`src/rtl/axi_decerr_slave.sv`:
```
// axi_decerr_slave: AXI4 default slave that drains any burst and answers every B/R beat with an error response
module axi_decerr_slave #(
  parameter int ADDR_W = 32,
  parameter int DATA_W = 32,
  parameter int ID_W = 4,
  parameter logic [1:0] ERR_RESP = 2'b11,
  parameter logic [DATA_W-1:0] FILL_DATA = '0
) (
  input  logic                i_clk,
  input  logic                i_rst,
  input  logic                awvalid,
  output logic                awready,
  input  logic [ADDR_W-1:0]   awaddr,
  input  logic [ID_W-1:0]     awid,
  input  logic [7:0]          awlen,
  input  logic [2:0]          awsize,
  input  logic [1:0]          awburst,
  input  logic                wvalid,
  output logic                wready,
  input  logic [DATA_W-1:0]   wdata,
  input  logic [DATA_W/8-1:0] wstrb,
  input  logic                wlast,
  output logic                bvalid,
  input  logic                bready,
  output logic [1:0]          bresp,
  output logic [ID_W-1:0]     bid,
  input  logic                arvalid,
  output logic                arready,
  input  logic [ADDR_W-1:0]   araddr,
  input  logic [ID_W-1:0]     arid,
  input  logic [7:0]          arlen,
  input  logic [2:0]          arsize,
  input  logic [1:0]          arburst,
  output logic                rvalid,
  input  logic                rready,
  output logic [1:0]          rresp,
  output logic [DATA_W-1:0]   rdata,
  output logic                rlast,
  output logic [ID_W-1:0]     rid
);
  typedef enum logic [1:0] {W_IDLE, W_DATA, W_RESP} w_state_e;
  typedef enum logic {R_IDLE, R_DATA} r_state_e;
  w_state_e          w_state_q;
  r_state_e          r_state_q;
  logic              awready_q, wready_q, bvalid_q, arready_q, rvalid_q, rlast_q;
  logic [1:0]        bresp_q, rresp_q;
  logic [ID_W-1:0]   bid_q, rid_q;
  logic [DATA_W-1:0] rdata_q;
  logic [7:0]        len_q, cnt_q;
  logic              unused;
  assign unused = ^{awaddr, awlen, awsize, awburst, wdata, wstrb, araddr, arsize, arburst};
  assign awready = awready_q;
  assign wready  = wready_q;
  assign bvalid  = bvalid_q;
  assign bresp   = bresp_q;
  assign bid     = bid_q;
  assign arready = arready_q;
  assign rvalid  = rvalid_q;
  assign rresp   = rresp_q;
  assign rdata   = rdata_q;
  assign rlast   = rlast_q;
  assign rid     = rid_q;
  // write path: accept AW, swallow W beats up to wlast, then hold B until accepted
  always_ff @(posedge i_clk) begin
    if (i_rst) begin
      w_state_q <= W_IDLE;
      awready_q <= 1'b0;
      wready_q  <= 1'b0;
      bvalid_q  <= 1'b0;
      bresp_q   <= '0;
      bid_q     <= '0;
    end else begin
      case (w_state_q)
        W_IDLE: begin
          awready_q <= 1'b1;
          if (awvalid && awready_q) begin
            bid_q     <= awid;
            awready_q <= 1'b0;
            wready_q  <= 1'b1;
            w_state_q <= W_DATA;
          end
        end
        W_DATA: begin
          if (wvalid && wready_q && wlast) begin
            wready_q  <= 1'b0;
            bvalid_q  <= 1'b1;
            bresp_q   <= ERR_RESP;
            w_state_q <= W_RESP;
          end
        end
        W_RESP: begin
          if (bready) begin
            bvalid_q  <= 1'b0;
            awready_q <= 1'b1;
            w_state_q <= W_IDLE;
          end
        end
        default: w_state_q <= W_IDLE;
      endcase
    end
  end
  // read path: accept AR, then stream arlen+1 error beats; rlast is precomputed from the next count
  always_ff @(posedge i_clk) begin
    if (i_rst) begin
      r_state_q <= R_IDLE;
      arready_q <= 1'b0;
      rvalid_q  <= 1'b0;
      rresp_q   <= '0;
      rdata_q   <= '0;
      rlast_q   <= 1'b0;
      rid_q     <= '0;
      len_q     <= '0;
      cnt_q     <= '0;
    end else begin
      case (r_state_q)
        R_IDLE: begin
          arready_q <= 1'b1;
          if (arvalid && arready_q) begin
            rid_q     <= arid;
            len_q     <= arlen;
            cnt_q     <= '0;
            arready_q <= 1'b0;
            rvalid_q  <= 1'b1;
            rresp_q   <= ERR_RESP;
            rdata_q   <= FILL_DATA;
            rlast_q   <= (arlen == 8'd0);
            r_state_q <= R_DATA;
          end
        end
        R_DATA: begin
          if (rready) begin
            if (rlast_q) begin
              rvalid_q  <= 1'b0;
              rlast_q   <= 1'b0;
              arready_q <= 1'b1;
              r_state_q <= R_IDLE;
            end else begin
              cnt_q   <= cnt_q + 8'd1;
              rlast_q <= (cnt_q + 8'd1 == len_q);
            end
          end
        end
        default: r_state_q <= R_IDLE;
      endcase
    end
  end
endmodule

```
`config.mk`:
```
export PLATFORM = sky130hd
export DESIGN_NAME = axi_decerr_slave
export DESIGN_NICKNAME = d
export VERILOG_FILES = /design/src/rtl/axi_decerr_slave.sv
export SDC_FILE = /design/constraint.sdc
export NUM_CORES = 1
export LEC_CHECK = 0
export ABC_CLOCK_PERIOD_IN_PS = 2900
export CORE_ASPECT_RATIO = 0.9
export CORE_MARGIN = 3
export CORE_UTILIZATION = 30
export DETAILED_ROUTE_END_ITERATION = 10
export PLACE_DENSITY = 0.93
export SLEW_MARGIN = 40
export SYNTH_ARGS = -nofsm -noshare
export SYNTH_HDL_FRONTEND = slang
export SYNTH_SLANG_ARGS = --single-unit
export TNS_END_PERCENT = 30
```
`constraint.sdc`:
```
create_clock -name i_clk -period 2.9 [get_ports i_clk]
set_input_delay 0.58 -clock i_clk [delete_from_list [all_inputs] [get_ports i_clk]]
set_output_delay 0.58 -clock i_clk [all_outputs]
set_load 0.005 [all_outputs]
```
==> flow_summary_export.csv <==
group,metric,value,unit
pwr,sequentialPowerShare,50.7,%
synthesis,syn_area_per_cell,8.041,sq um
synthesis,synth_common_cells,"nand2_1, buf_4, dfxtp_1",
critical_path,crit_type,"input pin to flop",
worst_hold_path,hold_class,"flop to flop",
synthesis,synthArstFlopShare,0,%
drt,wl_met3,344,microns
pwr,p_int,0.0007510,W
global_routing,grt_pass1_wl,6.762,mm
pwr,combPwrFrac,15.5,%
placement,numPortBuffers,41,
sta,fmax,0.5374,GHz
clock_tree,path_clk_slew,70,ps
global_routing,grt_remaining_overflow,0,
drt,vias,1574,
drt,wire_per_inst,11.42,microns
floorplanning,start_util,31.86,%
clock_tree,numClockSinks,35,
synthesis,synth_fa_ha_area_share,0.6707,%
sta,drv_slew,0,
drt,drt_iter0_drc,86,
critical_path,slowest_delay,740,ps
synthesis,synth_warnings,0,
floorplanning,die_h,80.81,microns
sta,min_period,1861,ps
drt,drc,0,
critical_path,cp_cell_sequence,"clkdlybuf4s50_1 > nor4_1 > and3_1 > a31o_1",
pwr,p_leak,0.8602,nW
pwr,p_switching,0.0002735,W
floorplanning,rows,26,
placement,gp_congestion,0.8169,
sta,setup_viol,0,
sta,rsz0062_at_grt,"no",
critical_path,cp.arrival,2090,ps
clock_tree,cts_resized,0,
drt,drt_wl_total,3.906,mm
synthesis,syn_inst,232,
cells_and_area,design_area,2287,sq um
placement,place_ws,696.7,ps
sta,worstMarginPinSlew,647.1,ps
synthesis,synth_top_area_cell,"dfxtp_1",
floorplanning,chipWidth,89.12,microns
global_routing,grt_pass1_vias,1539,
drt,wl_met2,1.833,mm
global_routing,antenna_found_initial,0,
synthesis,synth-seq-cells,35,
clock_tree,cts-htree-levels,2,
critical_path,worstSetupStartpoint,"i_rst",
drt,met1Wirelength,1.663,mm
sta,timing.final.crit_share,64.16,%
clock_tree,cts_root_buffer,"clkbuf_8",
critical_path,path_max_fanout,18,
cells_and_area,layout-drive-gt1-share,7.353,%
floorplanning,io_pins,192,
clock_tree,hold_buffers,0,
pwr,p_clk_share,33.8,%
synthesis,yosysMostFrequentCell,"nand2_1",
critical_path,worstReg2RegStart,"cnt_q[0]$_SDFFE_PP0P_",
drt,postRouteAntennaNets,0,
sta,setup_tns,0,ps
cells_and_area,num-fill-cells,590,
clock_tree,cts_setup_buffers,0,
pwr,powerDensity,447.9,nW/um^2
drt,top_layer,"met4",
clock_tree,cts_tree,"yes",
synthesis,synth_simple_gate_area_share,24.68,%
cells_and_area,antenna_cells,0,
synthesis,ys_seq_area_share,37.56,%
synthesis,synth_xor_area_share,4.225,%
sta,max_slew_margin,56.72,%
floorplanning,core_region_area,5856,sq um
sta,hold_viol,0,
synthesis,synth_ff_type,"dfxtp_1",
worst_hold_path,min_from,"rid[0]$_SDFFE_PP0P_",
critical_path,slowest_stage,"clkdlybuf4s50_1",
clock_tree,clk_path_buf_depth,2,
global_routing,grt_usage,11.81,%
synthesis,ys_types,42,
synthesis,synth_edf_count,0,
placement,place_area,2198,sq um
pwr,vdd_drop_max,402.0,uV
critical_path,cp-end-kind,"flop",
critical_path,critPathLaunchType,"input pin",
floorplanning,die-area,7202,sq um
drt,first_pass_iters,4,
critical_path,required,3130,ps
synthesis,synth_top_family_by_area,"simple AND/OR/NAND/NOR gates",
clock_tree,clk_latency,280,ps
global_routing,grt_max_degree,20,
clock_tree,cts_buffers,5,
cells_and_area,fin_util,39.06,%
job,drv_cap,0,
synthesis,synth_top_area_share,37.56,%
synthesis,synth_mux_area_share,2.146,%
drt,viasPerCell,4.602,
pwr,switching_share,26.70,%
placement,dp_hpwl,2.983,mm
synthesis,synth_compound_area_share,13.41,%
outcome,outcome,"finished clean",
cells_and_area,syn_to_final_growth,22.60,%
sta,timing.hold.ws,457.9,ps
cells_and_area,nets,414,
sta,setup_slack,1039,ps
synthesis,syn_area,1866,sq um
sta,clock_skew,2.146,ps
synthesis,synthTopCellsByArea,"dfxtp_1, buf_4, a21oi_1",
[final cells by class]
| class | instances | area [sq um] | share of cell area [%] |
|---|---|---|---|
| repair buffers | 44 | 432.9 | 18.93 |
| well taps | 70 | 87.58 | 3.829 |
| clock buffers | 5 | 68.82 | 3.009 |
| flip-flops and latches | 35 | 700.7 | 30.63 |
| clock inverters | 3 | 20.02 | 0.8753 |
| inverters | 4 | 15.01 | 0.6565 |
| multi-input cells | 181 | 962.2 | 42.07 |
[sequential cells by signal, summed over array words and instances, names as in the netlist]
name / count
arready: 1
awready: 1
bid: 4
bresp: 1
bvalid: 1
cnt_q: 8
len_q: 8
r_state_q: 1
rid: 4
rlast: 1
rresp: 1
rvalid: 1
w_state_q: 2
wready: 1
[power by group through the flow]
stage / registers (W) / logic [W] / clock network, W
after floorplan: 0.000528 / 0.000116 / 0
after global placement: 0.000529 / 0.000154 / 0
after detailed placement: 0.000530 / 0.000158 / 0
after CTS: 0.000519 / 0.000159 / 0.000360
after global routing: 0.000523 / 0.000180 / 0.000382
final: 0.000519 / 0.000159 / 0.000346
[cells in the final DEF (no fill, tap or decap), types with 2 or more instances in the layout]
cell             count
and3_1               2
a21oi_1             27
clkinvlp_4           2
o21ai_0              9
nand2_1             36
clkdlybuf4s50_1     41
nor3_1               2
nor2_1              21
nand3b_1             4
nand4_1              3
conb_1              32
inv_1                4
dfxtp_1             35
or3_1                3
nor4_1               3
buf_4                3
xnor2_1              8
mux2i_1              4
nand3_1              6
clkbuf_8             5
[critical path, delay by kind of cell]
family | cells | cell delay [ps]
AO/OA/AOI/OAI | 1 | 120
buffers and inverters | 1 | 740
AND/OR/NAND/NOR | 2 | 640
[cell families after synthesis]
kind of cell | after synthesis
AOI/OAI and AO/OA | 43
buffers and inverters | 47
xor gates and xnor gates | 9
DFF | 35
muxes | 4
adders and majority gates | 1
and+or+nand+nor | 92
other | 1
[metrics by stage]
stage               power (W)  instances
finish               0.001025        342
global route         0.001084        342
CTS                  0.001039        342
detailed placement  0.0006888        334
global placement    0.0006828        334
floorplan           0.0006442        263
[per-layer routing]
layer / vias to the layer above / global-route usage, %
met5: - / 0
met2: 72 / 19.59
met1: 703 / 14.09
met3: 4 / 3.651
met4: 0 / 4.911
li1: 795 / -
[final timing paths]
path | cells after the start | end | slack [ps]
max reg2reg | 6 | rlast$_SDFFE_PP0P_ | 1130
max | 4 | rlast$_SDFFE_PP0P_ | 1040
min reg2reg | 2 | rid[0]$_SDFFE_PP0P_ | 460
min | 2 | rid[0]$_SDFFE_PP0P_ | 460
(Power assumes the default switching activity.)
